<file path="src/rtl/integrate_decimate.sv">
// integrate_decimate: integrator plus decimator stage of the PDM front-end.
// Accumulates signed comb-stage samples into a wrap-around accumulator and
// presents every DECIM-th accumulator value with a single-cycle valid pulse.
// Widths must satisfy DECIM >= 2 and I_BW <= O_BW.
module integrate_decimate #(
    parameter int I_BW  = 3,
    parameter int O_BW  = 8,
    parameter int DECIM = 250
) (
    input  logic            clk_i,
    input  logic            rst_i,
    input  logic            en_i,
    input  logic [I_BW-1:0] data_i,
    input  logic            valid_i,
    output logic [O_BW-1:0] data_o,
    output logic            valid_o
);

    localparam int              CNT_W    = (DECIM > 1) ? $clog2(DECIM) : 1;
    localparam logic [CNT_W-1:0] CNT_LAST = CNT_W'(DECIM - 1);

    // Dropping the enable behaves exactly like a reset, so both share one clear.
    logic clear;
    assign clear = rst_i | ~en_i;

    // The sample is sign-extended so a -1 from the comb wraps the accumulator down.
    logic signed [I_BW-1:0] data_s;
    logic        [O_BW-1:0] data_ext;
    assign data_s   = data_i;
    assign data_ext = O_BW'(data_s);

    logic [O_BW-1:0]  acc_q, acc_d;
    logic             int_valid_q, int_valid_d;
    logic [CNT_W-1:0] cnt_q, cnt_d;
    logic [O_BW-1:0]  data_q, data_d;
    logic             valid_q, valid_d;

    // Integrator: add each accepted sample modulo 2^O_BW and flag it for the decimator.
    always_comb begin
        acc_d       = acc_q;
        int_valid_d = valid_i;
        if (clear) begin
            acc_d       = '0;
            int_valid_d = 1'b0;
        end else if (valid_i) begin
            acc_d = acc_q + data_ext;
        end
    end

    // Decimator: count flagged samples and publish the accumulator on every DECIM-th one.
    always_comb begin
        cnt_d   = cnt_q;
        data_d  = data_q;
        valid_d = 1'b0;
        if (clear) begin
            cnt_d  = '0;
            data_d = '0;
        end else if (int_valid_q) begin
            if (cnt_q == CNT_LAST) begin
                cnt_d   = '0;
                data_d  = acc_q;
                valid_d = 1'b1;
            end else begin
                cnt_d = cnt_q + 1'b1;
            end
        end
    end

    // State registers with synchronous active-high reset.
    always_ff @(posedge clk_i) begin
        if (rst_i) begin
            acc_q       <= '0;
            int_valid_q <= 1'b0;
            cnt_q       <= '0;
            data_q      <= '0;
            valid_q     <= 1'b0;
        end else begin
            acc_q       <= acc_d;
            int_valid_q <= int_valid_d;
            cnt_q       <= cnt_d;
            data_q      <= data_d;
            valid_q     <= valid_d;
        end
    end

    assign data_o  = data_q;
    assign valid_o = valid_q;

endmodule

</file>
<file path="config.mk">
export PLATFORM = sky130hd
export DESIGN_NAME = integrate_decimate
export DESIGN_NICKNAME = d
export VERILOG_FILES = /design/src/rtl/integrate_decimate.sv
export SDC_FILE = /design/constraint.sdc
export NUM_CORES = 1
export LEC_CHECK = 0
export BUFFER_PORTS_ARGS = -buffer_cell sky130_fd_sc_hd__buf_4
export CORE_MARGIN = 5
export CORE_UTILIZATION = 45
export DETAILED_ROUTE_END_ITERATION = 6
export GPL_TIMING_DRIVEN = 1
export HOLD_SLACK_MARGIN = 0.08
export PLACE_DENSITY_LB_ADDON = 0.15
export SYNTH_ARGS = -nofsm -noshare
export SYNTH_HDL_FRONTEND = slang
export SYNTH_SLANG_ARGS = --single-unit
</file>
<file path="constraint.sdc">
create_clock -name clk_i -period 2.3 [get_ports clk_i]
set_input_delay 0.23 -clock clk_i [delete_from_list [all_inputs] [get_ports clk_i]]
set_output_delay 0.23 -clock clk_i [all_outputs]
set_load 0.03 [all_outputs]
</file>
=== Word-level counts from Yosys, hierarchy flattened ===
Index checks and enable logic that the tools add are counted.
W data, S select, Z words.

* Register bits after elaboration: 26
* Input port bits: 7
* Output and inout port bits: 9
* Logic and storage cells: 16

* Add/subtract/negate cells: 2
* Equal/unequal tests: 1
* Mux-type cells: 2
* Bitwise operators: 3
* Reductions and logical operators: 3

{| class="wikitable"
|+ Operator list
! kind !! count
|-
| $add A8 B1 Y8 const B || 1
|-
| $add A8 B8 Y8 || 1
|-
| $eq A8 B8 Y1 const B || 1
|-
| $mux W8 || 1
|-
| $reduce_or A3 Y1 || 1
|-
| $not A1 Y1 || 2
|-
| $reduce_and A2 Y1 || 1
|-
| $reduce_or A2 Y1 || 1
|-
| $mux W1 || 1
|-
| $or A1 B1 Y1 || 1
|}

=== Logic depth before layout (Yosys ltp) ===
Gate-level depths: netlist of run 1.

* Depth in word-level cells: 3
* Mapped depth: 8
* Mapped depth without buffers: 8

=== Worst setup path after synthesis of run 1 ===
No wires, ideal clock.

* Path type: register to register
* Start point: register acc_q[0]
* End point: register acc_q[4]
* Setup time: 0.115 ns
* Arrival: 1.603 ns
* Setup slack: 0.583 ns
* Stages on the path, launching flop included: 9
* Cells stage by stage: dfxtp_1 -> ha_1 -> inv_1 -> fa_1 -> nor2b_1 -> o21ai_0 -> a21boi_0 -> nor3b_1 -> o21a_1

* Longest elaborated chain between the ends: 1

{| class="wikitable"
|+ Ends and longest elaborated chain
! element !! RTL line !! text
|-
| start, declared || 32 || <nowiki>logic [O_BW-1:0] acc_q, acc_d;</nowiki>
|-
| start signal, assigned || 72 || <nowiki>acc_q <= '0;</nowiki>
|-
| start signal, assigned || 78 || <nowiki>acc_q <= acc_d;</nowiki>
|-
| $add A8 B8 Y8 || 46 || <nowiki>acc_d = acc_q + data_ext;</nowiki>
|}

No other way between the ends.
A chain may end at the register's enable or synchronous reset.

=== Worst setup path after layout of run 1 ===
Same ends and word-level chain as after synthesis.

==> results.py, run 1 <==
metrics = {
    "outcome": {
        "status": "finished clean",
    },
    "die": {
        "die_h_um": 62.8,
        "start_util": 0.463,
        "core_area_um2": 2710,
        "rows": 19,
        "die_area_um2": 3940,
        "num_io_pins": 16,
        "die_w_um": 62.8,
    },
    "cts": {
        "post_cts_buffers": 0,
        "htree_levels": 1,
        "worstSkewPairLatency_ns": 0.31,
        "cts_sinks": 26,
        "root_buffer": "clkbuf_4",
        "path_clk_slew_ns": 0.14,
        "ctsResizeCount": 0,
        "cts_hold_buf": 0,
        "numCtsBuffers": 3,
        "cts_tree": "yes",
        "max-clock-path-buffers": 2,
    },
    "placed_design": {
        "place_congestion": 0.823,
        "port_buffers": 15,
        "dp_hpwl_um": 1770,
    },
    "job": {
        "maxCapViolCount": 0,
    },
    "drt": {
        "ant_nets": 0,
        "vias": 934,
        "drt_first_pass_iters": 4,
        "drtIter0Drc": 29,
        "wl_um": 2220,
        "wire_per_inst_um": 12.5,
        "route.detailed.drc": 0,
        "viasPerCell": 5.28,
    },
    "timing": {
        "relSlewSlack": 0.677,
        "tightest_slew_ns": 0.483,
        "hold_viol": 0,
        "rsz0062_at_grt": "false",
        "tns_ns": 0,
        "finalSetupViolations": 0,
        "fin_crit_ns": 1.95,
        "clock.fmax_mhz": 513,
        "drv_slew": 0,
        "timing.final.crit_share": 0.848,
        "finClkSkew_ns": 0.00240,
    },
    "synth": {
        "synth_edf_count": 0,
        "synthCells": 131,
        "synthTopCellsByCount": "dfxtp_1 (26), nor2_1 (15), nand2_1 (10)",
        "synth_top_area_cell": "dfxtp_1",
        "netlist.area_leader.share": 0.415,
        "avgSynthCellArea_um2": 9.57,
        "ys_warn_count": 0,
        "synth_area_um2": 1250,
        "ys_async_sr_fraction": 0,
        "synth_most_common_cell": "dfxtp_1",
        "syn-num-nets": 148,
        "synth_seq_cells": 26,
        "synth.top_cells.by_area": "dfxtp_1 (42%), ha_1 (9.0%), a22o_1 (5.6%)",
        "ys_seq_area_frac": 0.415,
        "synth_ff_type": "dfxtp_1",
        "ys_types": 31,
    },
    "pwr": {
        "leakage_nw": 0.585,
        "power_mw": 0.853,
        "vdd_drop_max_mv": 0.384,
        "powerDensity_nw_per_um2": 598,
    },
    "global_route": {
        "grt_pass1_vias": 909,
        "antenna_found_initial": 0,
        "grt_use_total": 0.121,
        "overflow": 0,
        "grt_pass1_wl_um": 4000,
        "grt_max_degree": 16,
    },
    "layout": {
        "nNetsFinal": 164,
        "fillers": 254,
        "areaGrowthSynthToFinish_pct": 13.9,
        "drive_gt1_frac": 0.151,
        "antenna_cells": 0,
    },
    "worst_setup_path": {
        "cp_data_required_time_ns": 2.52,
        "worst-endpoint-arrival_ns": 2.17,
        "cp-end-kind": "flip-flop",
        "worst-setup-path-type": "reg2reg",
        "crit_fanout": 3,
        "start_kind": "flip-flop",
    },
    "worst_hold_path": {
        "hp-class": "in2reg",
    },
}
[report_power, final]
| group | leakage [nW] | switching, mW | internal [mW] |
|---|---|---|---|
| Sequential | 0.210 | 0.00763 | 0.458 |
| Combinational | 0.347 | 0.0433 | 0.0377 |
| Clock | 0.0279 | 0.130 | 0.176 |
[kinds of logic (layout without fill, tap and decap cells)]
logic type,count (synthesis),in the layout,share of synthesized area
AO/OA/AOI/OAI,25,25,0.144
adder cells (fa/ha/maj),10,10,0.106
buffers and inverters,10,25,0.0419
XOR/XNOR,10,10,0.0699
AND/OR/NAND/NOR,46,46,0.192
flip-flops,26,26,0.415
multiplexers,4,4,0.0319
[metrics by stage]
step	hold WS [ns]	utilization	setup WS [ns]	std cells	area [um^2]
detailed placement	0.469	0.507	0.359	173	1380
CTS	0.196	0.527	0.329	177	1430
global route	0.201	0.527	0.154	177	1430
finish	0.210	0.527	0.349	177	1430
global placement	0.453	0.507	0.457	173	1380
floorplan	0.442	-	0.583	131	1250
[flip-flops by register name, summed over array words and instances, names as in the netlist]
signal	count
data_o	8
cnt_q	8
acc_q	8
int_valid_q	1
valid_o	1
[area by class of cell]
type / instances / area [um^2] / share of cell area
sequential: 26 / 520 / 0.365
timing repair buffer: 15 / 113 / 0.0789
inverter: 6 / 22.5 / 0.0158
tap: 31 / 38.8 / 0.0272
multi-input combinational: 95 / 681 / 0.477
clock inverter: 1 / 30.0 / 0.0210
clock buffer: 3 / 22.5 / 0.0158
[critical path, cell delays in order (launching register included)]
cell and delay [ns]:
dfxtp_1 0.39, ha_1 0.18, inv_1 0.05, fa_1 0.40, nor2b_1 0.13, o21ai_0 0.09
a21boi_0 0.35, nor3b_1 0.09, o21a_1 0.18
[final timing paths]
path | startpoint | to | slack [ns] | cells after the start
min reg2reg | acc_q[7] | acc_q[7] | 0.49 | 2
max | acc_q[0] | acc_q[4] | 0.35 | 8
min | valid_i | acc_q[1] | 0.21 | 2
max reg2reg | acc_q[0] | acc_q[4] | 0.35 | 8
[per-layer routing]
layer  vias to the layer above  track usage  part of all wire
met3                         2       0.0234             0.017
met5                         -            0                 0
met1                       440        0.154              0.47
li1                        485            -                 -
met4                         0       0.0531             0.013
met2                         7        0.198              0.50
[cells in the final DEF, fill, tap and decap left out, types with 2 or more instances in the layout]
cell and count:
nand2b_1 2, ha_1 9, a21o_1 2, nor3b_1 5, buf_4 15, nor2_1 15, a21oi_1 4, o211ai_1 2
xnor2_1 5, nand4_1 3, nand2_1 10, o21ai_0 3, o21a_1 2, a211oi_1 3, clkbuf_4 3, dfxtp_1 26
nor2b_1 3, inv_1 6, xor2_1 5, a22o_1 8, mux2i_1 4
No activity file was read; power rests on OpenSTA's default activity.
==> run 2, diff against run 1 <==
Settings changed: ABC_AREA from default to 1.
Clock period 2.3 ns to 1.6 ns, I/O delays scaled along.
==> results.py, run 2 <==
metrics = {
    "drt": {
        "vias": 1167,
        "highest_layer": "met4",
        "drtIter0Drc": 51,
        "drt_first_pass_iters": 4,
        "dr_wl_met2_um": 1270,
        "met3WireLength_um": 35,
        "wl_um": 2570,
        "viasPerCell": 4.86,
        "wire_per_inst_um": 10.7,
        "ant_nets": 0,
        "wl_met1_um": 1220,
        "route.detailed.drc": 0,
    },
    "cts": {
        "cts_sinks": 26,
        "numCtsBuffers": 3,
        "cts_hold_buf": 0,
        "path_clk_slew_ns": 0.13,
        "cts_tree": "yes",
        "htree_levels": 1,
        "worstSkewPairLatency_ns": 0.32,
        "root_buffer": "clkbuf_4",
        "max-clock-path-buffers": 2,
    },
    "synth": {
        "synth_top_area_cell": "dfxtp_1",
        "synth-compound-area-share": 0.0605,
        "synthCells": 186,
        "synth_ff_type": "dfxtp_1",
        "synthTopCellsByCount": "nand2_1 (56), dfxtp_1 (26), inv_1 (22)",
        "ys_types": 30,
        "ys_async_sr_fraction": 0,
        "synth_edf_count": 0,
        "synth_top_family_by_area": "simple AND/OR/NAND/NOR gates",
        "synth.top_cells.by_area": "dfxtp_1 (38%), nand2_1 (15%), ha_1 (8.2%)",
        "synth_seq_cells": 26,
        "synth_most_common_cell": "nand2_1",
        "synth-adder-area-share": 0.0972,
        "synth-xor-area-share": 0.0321,
        "synth_area_um2": 1370,
        "yosys.area_share.simple": 0.352,
        "netlist.area_leader.share": 0.381,
        "avgSynthCellArea_um2": 7.34,
        "syn-num-nets": 203,
        "ys_warn_count": 0,
        "muxShareOfSynthArea": 0,
        "ys_seq_area_frac": 0.381,
    },
    "worst_setup_path": {
        "reg2reg_to": "acc_q[4]",
        "cp-end-kind": "flip-flop",
        "crit_family": "adder cells",
        "ff2ff_setup_slack_ns": 0.07,
        "start_kind": "flip-flop",
        "worst-setup-path-type": "reg2reg",
        "cp_data_required_time_ns": 1.87,
        "worstPathCellList": "ha_4 -> inv_2 -> fa_2 -> inv_2 -> nand2_2 -> nand2_2 -> nand2_1 -> or2_4 -> nand3_2 -> nand2_1 -> inv_1",
        "rr_worst_depth": 11,
        "worst-endpoint-arrival_ns": 1.81,
        "crit_fanout": 2,
        "critPathBufInv": 3,
        "reg2reg_from": "acc_q[0]",
        "cpPeakStageDelay_ns": 0.38,
        "crit_slowest_cell": "dfxtp_2",
    },
    "layout": {
        "design_area_um2": 1610,
        "antenna_cells": 0,
        "nNetsFinal": 225,
        "layout_commonest_cell": "nand2_1",
        "layout_common_cells": "nand2_1 (54), dfxtp_1 (24), nor2_1 (21)",
        "drive_gt1_frac": 0.232,
        "areaGrowthSynthToFinish_pct": 17.8,
        "fillers": 301,
    },
    "die": {
        "num_io_pins": 16,
        "die_w_um": 65.1,
        "die_h_um": 65.1,
        "die_area_um2": 4230,
        "rows": 20,
        "core_area_um2": 2980,
        "start_util": 0.458,
    },
    "global_route": {
        "grt_pass1_wl_um": 4530,
        "grt_use_total": 0.133,
        "antenna_found_initial": 0,
        "overflow": 0,
        "grt_max_degree": 16,
        "grt_pass1_vias": 1114,
    },
    "timing": {
        "drv_slew": 0,
        "hold_viol": 0,
        "holdWs_ns": 0.118,
        "relSlewSlack": 0.840,
        "finClkSkew_ns": 0.00349,
        "finalSetupViolations": 0,
        "fin_crit_ns": 1.53,
        "timing.final.crit_share": 0.958,
        "tns_ns": 0,
        "setup_ws_ns": 0.0676,
        "tightest_slew_ns": 0.239,
        "rsz0062_at_grt": "true",
        "clock.fmax_mhz": 653,
    },
    "placed_design": {
        "pre_cts_ws_ns": -0.0488,
        "dp_hpwl_um": 1970,
        "place_congestion": 0.827,
        "port_buffers": 15,
        "placed_cell_area_um2": 1530,
    },
    "worst_hold_path": {
        "min_to": "acc_q[1]",
        "hp-class": "in2reg",
        "hold_depth": 4,
        "min_from": "rst_i",
    },
    "outcome": {
        "status": "finished clean",
    },
    "pwr": {
        "power_mw": 1.15,
        "vdd_drop_max_mv": 0.307,
        "leakage_nw": 0.792,
        "powerDensity_nw_per_um2": 718,
    },
    "job": {
        "maxCapViolCount": 0,
    },
}
run 2: cell count changes in the layout (fill, tap and decap cells not counted), sizes merged, moves of 8 or more:
cell	before	now
nand2	10	58
inv	6	24
nand3	1	10
nor2	16	25
a22o	8	0
run 2: layout make-up:
class,count,area (um^2),share of cell area
multi-input cells,134,772,0.480
flip-flops and latches,26,523,0.325
repair buffers,19,143,0.0887
inverters,24,92.6,0.0576
well taps,33,41.3,0.0257
clock buffers,4,36.3,0.0226
run 2: per-layer routing:
metal  GRT usage  up-vias
li1            -      625
met1       0.153      531
met2       0.248        7
met3      0.0156        4
met4      0.0544        0
met5           0        -
run 2: repair_timing:
| item | in CTS | in global routing |
|---|---|---|
| setup buffers | 1 | 0 |
| cloned | 0 | 0 |
| setup endpoints to repair | 1 | 2 |
| pin swaps | 0 | 8 |
| resized for setup | 4 | 8 |
run 2: worst max path at each step:
stage               cells after the start  startpoint       end
finish                                 11    acc_q[0]  acc_q[4]
floorplan                              11    acc_q[0]  acc_q[4]
CTS                                    11    acc_q[0]  acc_q[4]
global route                           12    acc_q[0]  acc_q[6]
global placement                       11    acc_q[0]  acc_q[4]
detailed placement                     11    acc_q[0]  acc_q[4]
run 2: per-stage QoR:
step | cells | utilization
after floorplan | 186 | -
after global placement | 235 | 0.513
after detailed placement | 235 | 0.513
after CTS | 240 | 0.534
after global routing | 240 | 0.540
final | 240 | 0.540
run 2: worst min-delay path, stage by stage:
cell and delay [ns]:
buf_4 0.09, nor2_4 0.04, o21ai_0 0.06, a21oi_1 0.05
run 2: cells by family (layout without fill, tap and decap cells):
family	count (synthesis)	count (layout)
AO/OA/AOI/OAI	15	15
XOR/XNOR	5	5
adder cells (fa/ha/maj)	10	10
buffers and inverters	26	47
flip-flops	26	26
AND/OR/NAND/NOR	104	104
run 2: power by group:
group / switching [mW] / total, mW / internal, mW / leakage, nW
Clock: 0.187 / 0.326 / 0.139 / 0.0210
Combinational: 0.0880 / 0.157 / 0.0687 / 0.559
Sequential: 0.0116 / 0.671 / 0.660 / 0.211
